### src/rtl/cute_key_sequencer_if.sv
// Key-provisioning handshake for cute_key_sequencer: one config word per accepted beat.
interface cute_key_sequencer_if #(
    parameter int unsigned KEY_W = 2,
    parameter int unsigned PH_W  = 1
);
    logic             cfg_valid;
    logic             cfg_ready;
    logic [PH_W-1:0]  cfg_slot;
    logic [KEY_W-1:0] cfg_key;
    logic             cfg_last;

    modport master (output cfg_valid, cfg_slot, cfg_key, cfg_last, input cfg_ready);
    modport slave  (input cfg_valid, cfg_slot, cfg_key, cfg_last, output cfg_ready);
endinterface

### src/rtl/cute_key_sequencer.sv
// Per-phase key schedule controller for a counter-gated, key-muxed locked core.
// Optional KEYSEQ_ZEROIZE_EN adds a zeroize input that also wipes key storage.
module cute_key_sequencer #(
    parameter int unsigned KEY_W     = 2,
    parameter int unsigned NUM_SLOTS = 2,
    parameter int unsigned PH_W      = 1
) (
    input  logic                  clock,
    input  logic                  reset,
`ifdef KEYSEQ_ZEROIZE_EN
    input  logic                  zeroize,
`endif
    cute_key_sequencer_if.slave   cfg,
    input  logic                  run_start,
    input  logic                  run_stop,
    output logic [KEY_W-1:0]      key_out,
    output logic [PH_W-1:0]       phase,
    output logic                  core_en,
    output logic                  busy,
    output logic                  err
);
    typedef enum logic [1:0] {IDLE, LOAD, ARMED, RUN} state_t;

    state_t                state, state_nx;
    logic [NUM_SLOTS-1:0]  loaded, loaded_nx;
    logic [KEY_W-1:0]      slots [NUM_SLOTS];
    logic                  err_nx;
    logic                  wr_en;
    logic                  accept;
    logic                  slot_ok;
    logic                  clr;
    logic [PH_W-1:0]       phase_inc, phase_nx;
    logic [KEY_W-1:0]      key_nx;

    always_comb begin
`ifdef KEYSEQ_ZEROIZE_EN
        clr = reset | zeroize;
`else
        clr = reset;
`endif
    end

    always_comb begin
        accept    = cfg.cfg_valid & cfg.cfg_ready;
        slot_ok   = 32'(cfg.cfg_slot) < NUM_SLOTS;
        phase_inc = (32'(phase) == NUM_SLOTS - 1) ? '0 : phase + 1'b1;
        state_nx  = state;
        loaded_nx = loaded;
        err_nx    = err;
        wr_en     = 1'b0;
        phase_nx  = '0;
        key_nx    = '0;

        case (state)
            IDLE, LOAD: begin
                if (accept) begin
                    if (state == IDLE) begin
                        err_nx    = 1'b0;
                        loaded_nx = '0;
                    end
                    state_nx = LOAD;
                    if (!slot_ok) begin
                        err_nx    = 1'b1;
                        state_nx  = IDLE;
                        loaded_nx = '0;
                    end else begin
                        wr_en                   = 1'b1;
                        loaded_nx[cfg.cfg_slot] = 1'b1;
                        if (cfg.cfg_last) begin
                            if (&loaded_nx) begin
                                state_nx = ARMED;
                            end else begin
                                err_nx    = 1'b1;
                                state_nx  = IDLE;
                                loaded_nx = '0;
                            end
                        end
                    end
                end
            end
            ARMED:   if (run_start && !run_stop) state_nx = RUN;
            RUN:     if (run_stop) state_nx = ARMED;
            default: state_nx = IDLE;
        endcase

        // Slot 0 may be written on the same edge that arms, so forward it.
        if (state_nx == RUN && state == RUN) begin
            phase_nx = phase_inc;
            key_nx   = slots[phase_inc];
        end else if (state_nx == ARMED || state_nx == RUN) begin
            key_nx = (wr_en && cfg.cfg_slot == '0) ? cfg.cfg_key : slots[0];
        end
    end

    always_ff @(posedge clock) begin
        if (clr) begin
            state         <= IDLE;
            loaded        <= '0;
            err           <= 1'b0;
            phase         <= '0;
            key_out       <= '0;
            core_en       <= 1'b0;
            busy          <= 1'b0;
            cfg.cfg_ready <= 1'b0;
        end else begin
            state         <= state_nx;
            loaded        <= loaded_nx;
            err           <= err_nx;
            phase         <= phase_nx;
            key_out       <= key_nx;
            core_en       <= (state_nx == RUN);
            busy          <= (state_nx == RUN);
            cfg.cfg_ready <= (state_nx == IDLE) || (state_nx == LOAD);
        end
    end

    always_ff @(posedge clock) begin
        if (clr) begin
`ifdef KEYSEQ_ZEROIZE_EN
            for (int unsigned i = 0; i < NUM_SLOTS; i++) slots[i] <= '0;
`endif
        end else if (wr_en) begin
            slots[cfg.cfg_slot] <= cfg.cfg_key;
        end
    end
endmodule

### src/flat_wrapper.sv
// flat-port wrapper written by rule: the top's interface ports become plain ports
module cute_key_sequencer_flat 
#(
    parameter int unsigned KEY_W     = 2,
    parameter int unsigned NUM_SLOTS = 2,
    parameter int unsigned PH_W      = 1
)
  (clock, reset, run_start, run_stop, key_out, phase, core_en, busy, err, cfg_cfg_valid, cfg_cfg_slot, cfg_cfg_key, cfg_cfg_last, cfg_cfg_ready);
  cute_key_sequencer_if #(.KEY_W(KEY_W), .PH_W(PH_W)) cfg_i ();
  input  logic clock;
  input  logic reset;
  input  logic run_start;
  input  logic run_stop;
  output logic [KEY_W-1:0] key_out;
  output logic [PH_W-1:0] phase;
  output logic core_en;
  output logic busy;
  output logic err;
  input wire logic [$bits(cfg_i.cfg_valid)-1:0] cfg_cfg_valid;
  input wire logic [$bits(cfg_i.cfg_slot)-1:0] cfg_cfg_slot;
  input wire logic [$bits(cfg_i.cfg_key)-1:0] cfg_cfg_key;
  input wire logic [$bits(cfg_i.cfg_last)-1:0] cfg_cfg_last;
  output wire logic [$bits(cfg_i.cfg_ready)-1:0] cfg_cfg_ready;
  assign cfg_i.cfg_valid = cfg_cfg_valid;
  assign cfg_i.cfg_slot = cfg_cfg_slot;
  assign cfg_i.cfg_key = cfg_cfg_key;
  assign cfg_i.cfg_last = cfg_cfg_last;
  assign cfg_cfg_ready = cfg_i.cfg_ready;
  cute_key_sequencer #(.KEY_W(KEY_W), .NUM_SLOTS(NUM_SLOTS), .PH_W(PH_W)) u_core (.clock(clock), .reset(reset), .cfg(cfg_i), .run_start(run_start), .run_stop(run_stop), .key_out(key_out), .phase(phase), .core_en(core_en), .busy(busy), .err(err));
endmodule
### config.mk
export PLATFORM = sky130hd
export DESIGN_NAME = cute_key_sequencer_flat
export DESIGN_NICKNAME = d
export VERILOG_FILES = /design/src/rtl/cute_key_sequencer_if.sv /design/src/rtl/cute_key_sequencer.sv /design/src/flat_wrapper.sv
export SDC_FILE = /design/constraint.sdc
export NUM_CORES = 1
export LEC_CHECK = 0
export ABC_AREA = 0
export BUFFER_PORTS_ARGS = -buffer_cell sky130_fd_sc_hd__buf_2
export CORE_UTILIZATION = 30
export CTS_BUF_LIST = sky130_fd_sc_hd__clkbuf_8
export DETAILED_ROUTE_END_ITERATION = 16
export HOLD_SLACK_MARGIN = 0.1
export PLACE_DENSITY = 0.51
export SETUP_SLACK_MARGIN = 0.15
export SYNTH_ARGS = -nofsm -noshare
export SYNTH_HDL_FRONTEND = slang
export SYNTH_SLANG_ARGS = --single-unit
### constraint.sdc
create_clock -name clock -period 2.3 [get_ports clock]
set_input_delay 0.115 -clock clock [delete_from_list [all_inputs] [get_ports clock]]
set_output_delay 0.115 -clock clock [all_outputs]
set_load 0.02 [all_outputs]
==> results by group <==
Status
  • Run status: finished, final reports clean

STA
  • Setup_tns: 0 ps
  • Skew final: approximately 4.4 ps
  • Final hold viol count: 0
  • Min Tclk post-route: 1410 ps
  • # setup viols final: 0
  • Max Clock Freq: 0.711 GHz
  • RSZ-0062 raised after global routing: false
  • Slew Viols, Final: 0
  • Slew HR: 76.3%
  • Final period utilization: 61.1%
  • Slew @ Worst Pin: approximately 350 ps
  • Hold Slack: around 170 ps

Clocking
  • H-tree levels: 1
  • Post-CTS sizing: 0
  • Register clock-pin slew on the reported worst setup and hold paths: 60 ps
  • Clock Root Buffer: clkbuf_8
  • Num CTS Buffers: 3
  • Clock sink count: 14
  • TritonCTS clock tree: yes
  • Max Root-Sink Buffers: 2
  • Worst skew pair latency: 250 ps

Global route
  • Vias in the first global route: about 440
  • Initial antenna violation count: 0
  • Global-route wire length before repair: 2.05 mm
  • Global Route Usage Sum: 14.1%
  • Largest net degree at the start of global routing: 12
  • GRT Residual Overflow: 0

Worst setup path
  • Critical Path Fanout Max: 9
  • Max stage delay on crit path: between 400 and 500 ps
  • Critical path class: flip-flop to flip-flop
  • Kind of end point of the critical path: flip-flop
  • Buf/Inv on CP: 0
  • Critical Path Start Type: flip-flop
  • R2R cell count: 2
  • Worst path required time: 2220 ps
  • R2R Setup Slk: 890 ps
  • Reg-to-reg startpoint: u_core.state[1]
  • Crit path max-delay family: simple AND/OR/NAND/NOR gates
  • Crit path DAT: ~1300 ps
  • CP cell instances: or2_2 > nor3_1
  • RR Endpoint: u_core.slots[0][1]
  • CP max stage cell: dfxtp_1

Placement
  • Port Buffers: 15
  • DP Wirelength: 858 µm
  • RD Place Congestion: 0.741
  • Post-DP Area: 703 µm²

Finish
  • Share of layout cells above drive strength 1: about 30%
  • Ant. Diodes: 0
  • Area growth syn-to-layout: 26.2%
  • Nets: 87
  • Finished Cell Area: 778 µm²

Synthesis
  • Synth Register Bits: 14
  • Mapped Nets: 67
  • Library cells used by synthesis: 24
  • Mapped Cells: 58
  • Ys Warns: 0
  • Synth Area per Inst: 10.6 µm²
  • Register area share after synthesis: slightly above 50%
  • Synthesized area: 617 µm²

Power and ir drop
  • Total power: 521 µW
  • PwrDens: 669 mW/mm²
  • Comb power frac: 9.0%
  • Psw: 120 µW
  • Static leakage: 0.000316 µW
  • Switching Fraction: 23.0%
  • Register share of total power: 51.1%
  • P_int: 401 µW
  • Worst VDD drop: 0.000325 V
  • Clock power share: approximately two fifths

Die
  • Initial Util: a little under a third
  • Core Area: between 0.0015 and 0.002 mm²
  • Rows: 16
  • Die height: 47.3 µm
  • Die Span X: 47.3 µm
  • Die area: 0.00224 mm²
  • # IOs: 16

Route
  • Initial DRT Pass Iterations: 2
  • Antenna Nets Post-Route: 0
  • Detailed-route vias per instance: 4.62
  • Routed vias: 480
  • Drt drc: 0
  • Total Routed Length: 1.23 mm
  • Routed len/inst: 11.8 µm
  • DRT iter0 DRCs: 10

Hold path
  • Hold depth: 3
  • Tightest Hold Check Type: input port to flip-flop
  • Hold_sp: cfg_cfg_last
  • Hold Crit Endpoint: u_core.err

Run
  • Max Cap Viol: 0
==> cell type report <==
class                   instances  area (µm²)
repair buffers                 18         105
well taps                      27        33.8
fillers                       201        1160
flip-flops and latches         14         320
multi-input cells              41         274
clock buffers                   3        41.3
clock inverters                 1        3.75
==> tightest hold or removal path, delay by kind of cell <==
family | cells | cell delay [ps]
AND/OR/NAND/NOR | 1 | 70
AO/OA/AOI/OAI | 1 | 60
buffers and inverters | 1 | 130
==> per-layer routing <==
metal | vias to the layer above | track usage, % | wire, µm
li1 | 247 | - | -
met1 | 221 | 20.0 | 619
met2 | 10 | 17.8 | 519
met3 | 2 | 5.00 | 62
met4 | 0 | 8.57 | 23
met5 | - | 0 | 0
==> synthesized netlist by cell type <==
cell type | count | area [µm²]
a211oi_1 | 1 | 7.51
a211oi_2 | 1 | 12.5
a21oi_1 | 5 | 25.0
a31oi_4 | 1 | 21.3
and3_1 | 3 | 18.8
and4bb_2 | 1 | 12.5
buf_4 | 1 | 7.51
buf_6 | 1 | 11.3
clkbuf_1 | 1 | 3.75
dfxtp_1 | 10 | 200
edfxtp_1 | 4 | 120
mux2_4 | 1 | 15.0
mux2i_1 | 4 | 40.0
nand2_1 | 5 | 18.8
nand3_1 | 1 | 5.00
nor2_1 | 7 | 26.3
nor2b_1 | 1 | 6.26
nor3_1 | 2 | 10.0
nor3b_1 | 1 | 7.51
nor4_1 | 1 | 6.26
o21a_1 | 3 | 22.5
o21ai_0 | 1 | 5.00
or2_2 | 1 | 6.26
or2b_1 | 1 | 7.51
==> power groups by stage <==
stage	logic (µW)	registers (µW)	clock network [µW]
after floorplan	24.5	272	0
after detailed placement	43.0	271	0
after CTS	47.2	266	217
after global placement	43.7	271	0
final	46.9	266	208
after global routing	53.1	267	224
==> worst max-delay path by stage <==
| stage | depth (start not counted) | to | start | slack [ps] |
|---|---|---|---|---|
| 3_3_place_gp | 2 | u_core.slots[1][0] | u_core.state[1] | 940 |
| 5_1_grt | 3 | u_core.slots[1][1] | u_core.cfg.cfg_ready | 770 |
| 6_report | 2 | u_core.slots[0][1] | u_core.state[1] | 890 |
| 2_1_floorplan | 3 | u_core.slots[1][0] | u_core.cfg.cfg_ready | 840 |
| 3_5_place_dp | 2 | u_core.slots[1][0] | u_core.state[1] | 920 |
| 4_1_cts | 2 | u_core.slots[1][1] | u_core.state[1] | 900 |
==> state kept, by name, indices dropped and copies added (netlist names) <==
register / count
u_core.phase: 1
u_core.state: 2
u_core.core_en: 1
u_core.key_out: 2
u_core.err: 1
u_core.cfg.cfg_ready: 1
u_core.loaded: 2
u_core.slots: 4
==> metrics by stage <==
stage               cells  utilization (%)  worst slack (ps)
floorplan              58                -               836
global placement       97             36.2               943
detailed placement     97             36.2               916
CTS                   104             40.1               899
global route          104             40.1               774
finish                104             40.1               894
==> timing repair <==
action | CTS | global route
buffers inserted | 0 | 0
endpoints found under the hold margin | 5 | 0
hold buffers | 3 | 0
==> cells in the final DEF (no fill, tap or decap) <==
cell / n
buf_2: 15
dfxtp_1: 10
nor2_1: 7
nand2_1: 5
a21oi_1: 5
mux2i_1: 4
edfxtp_1: 4
and3_1: 3
o21a_1: 3
clkbuf_8: 3
dlygate4sd3_1: 3
nor3_1: 2
or2_2: 1
nor3b_1: 1
mux2_4: 1
a31oi_4: 1
and4bb_2: 1
a211oi_2: 1
o21ai_0: 1
nand3_1: 1
nor4_1: 1
or2b_1: 1
a211oi_1: 1
nor2b_1: 1
clkinv_1: 1
==> logic make-up (layout without fill, tap and decap cells) <==
logic type	after synthesis	count (layout)	synth area share, %
AND/OR/NAND/NOR	24	24	20.3
multiplexers	5	5	8.92
flip-flops	14	14	51.9
AO/OA/AOI/OAI	12	12	15.2
buffers and inverters	3	22	3.65
No activity file was read; power rests on OpenSTA's default activity.
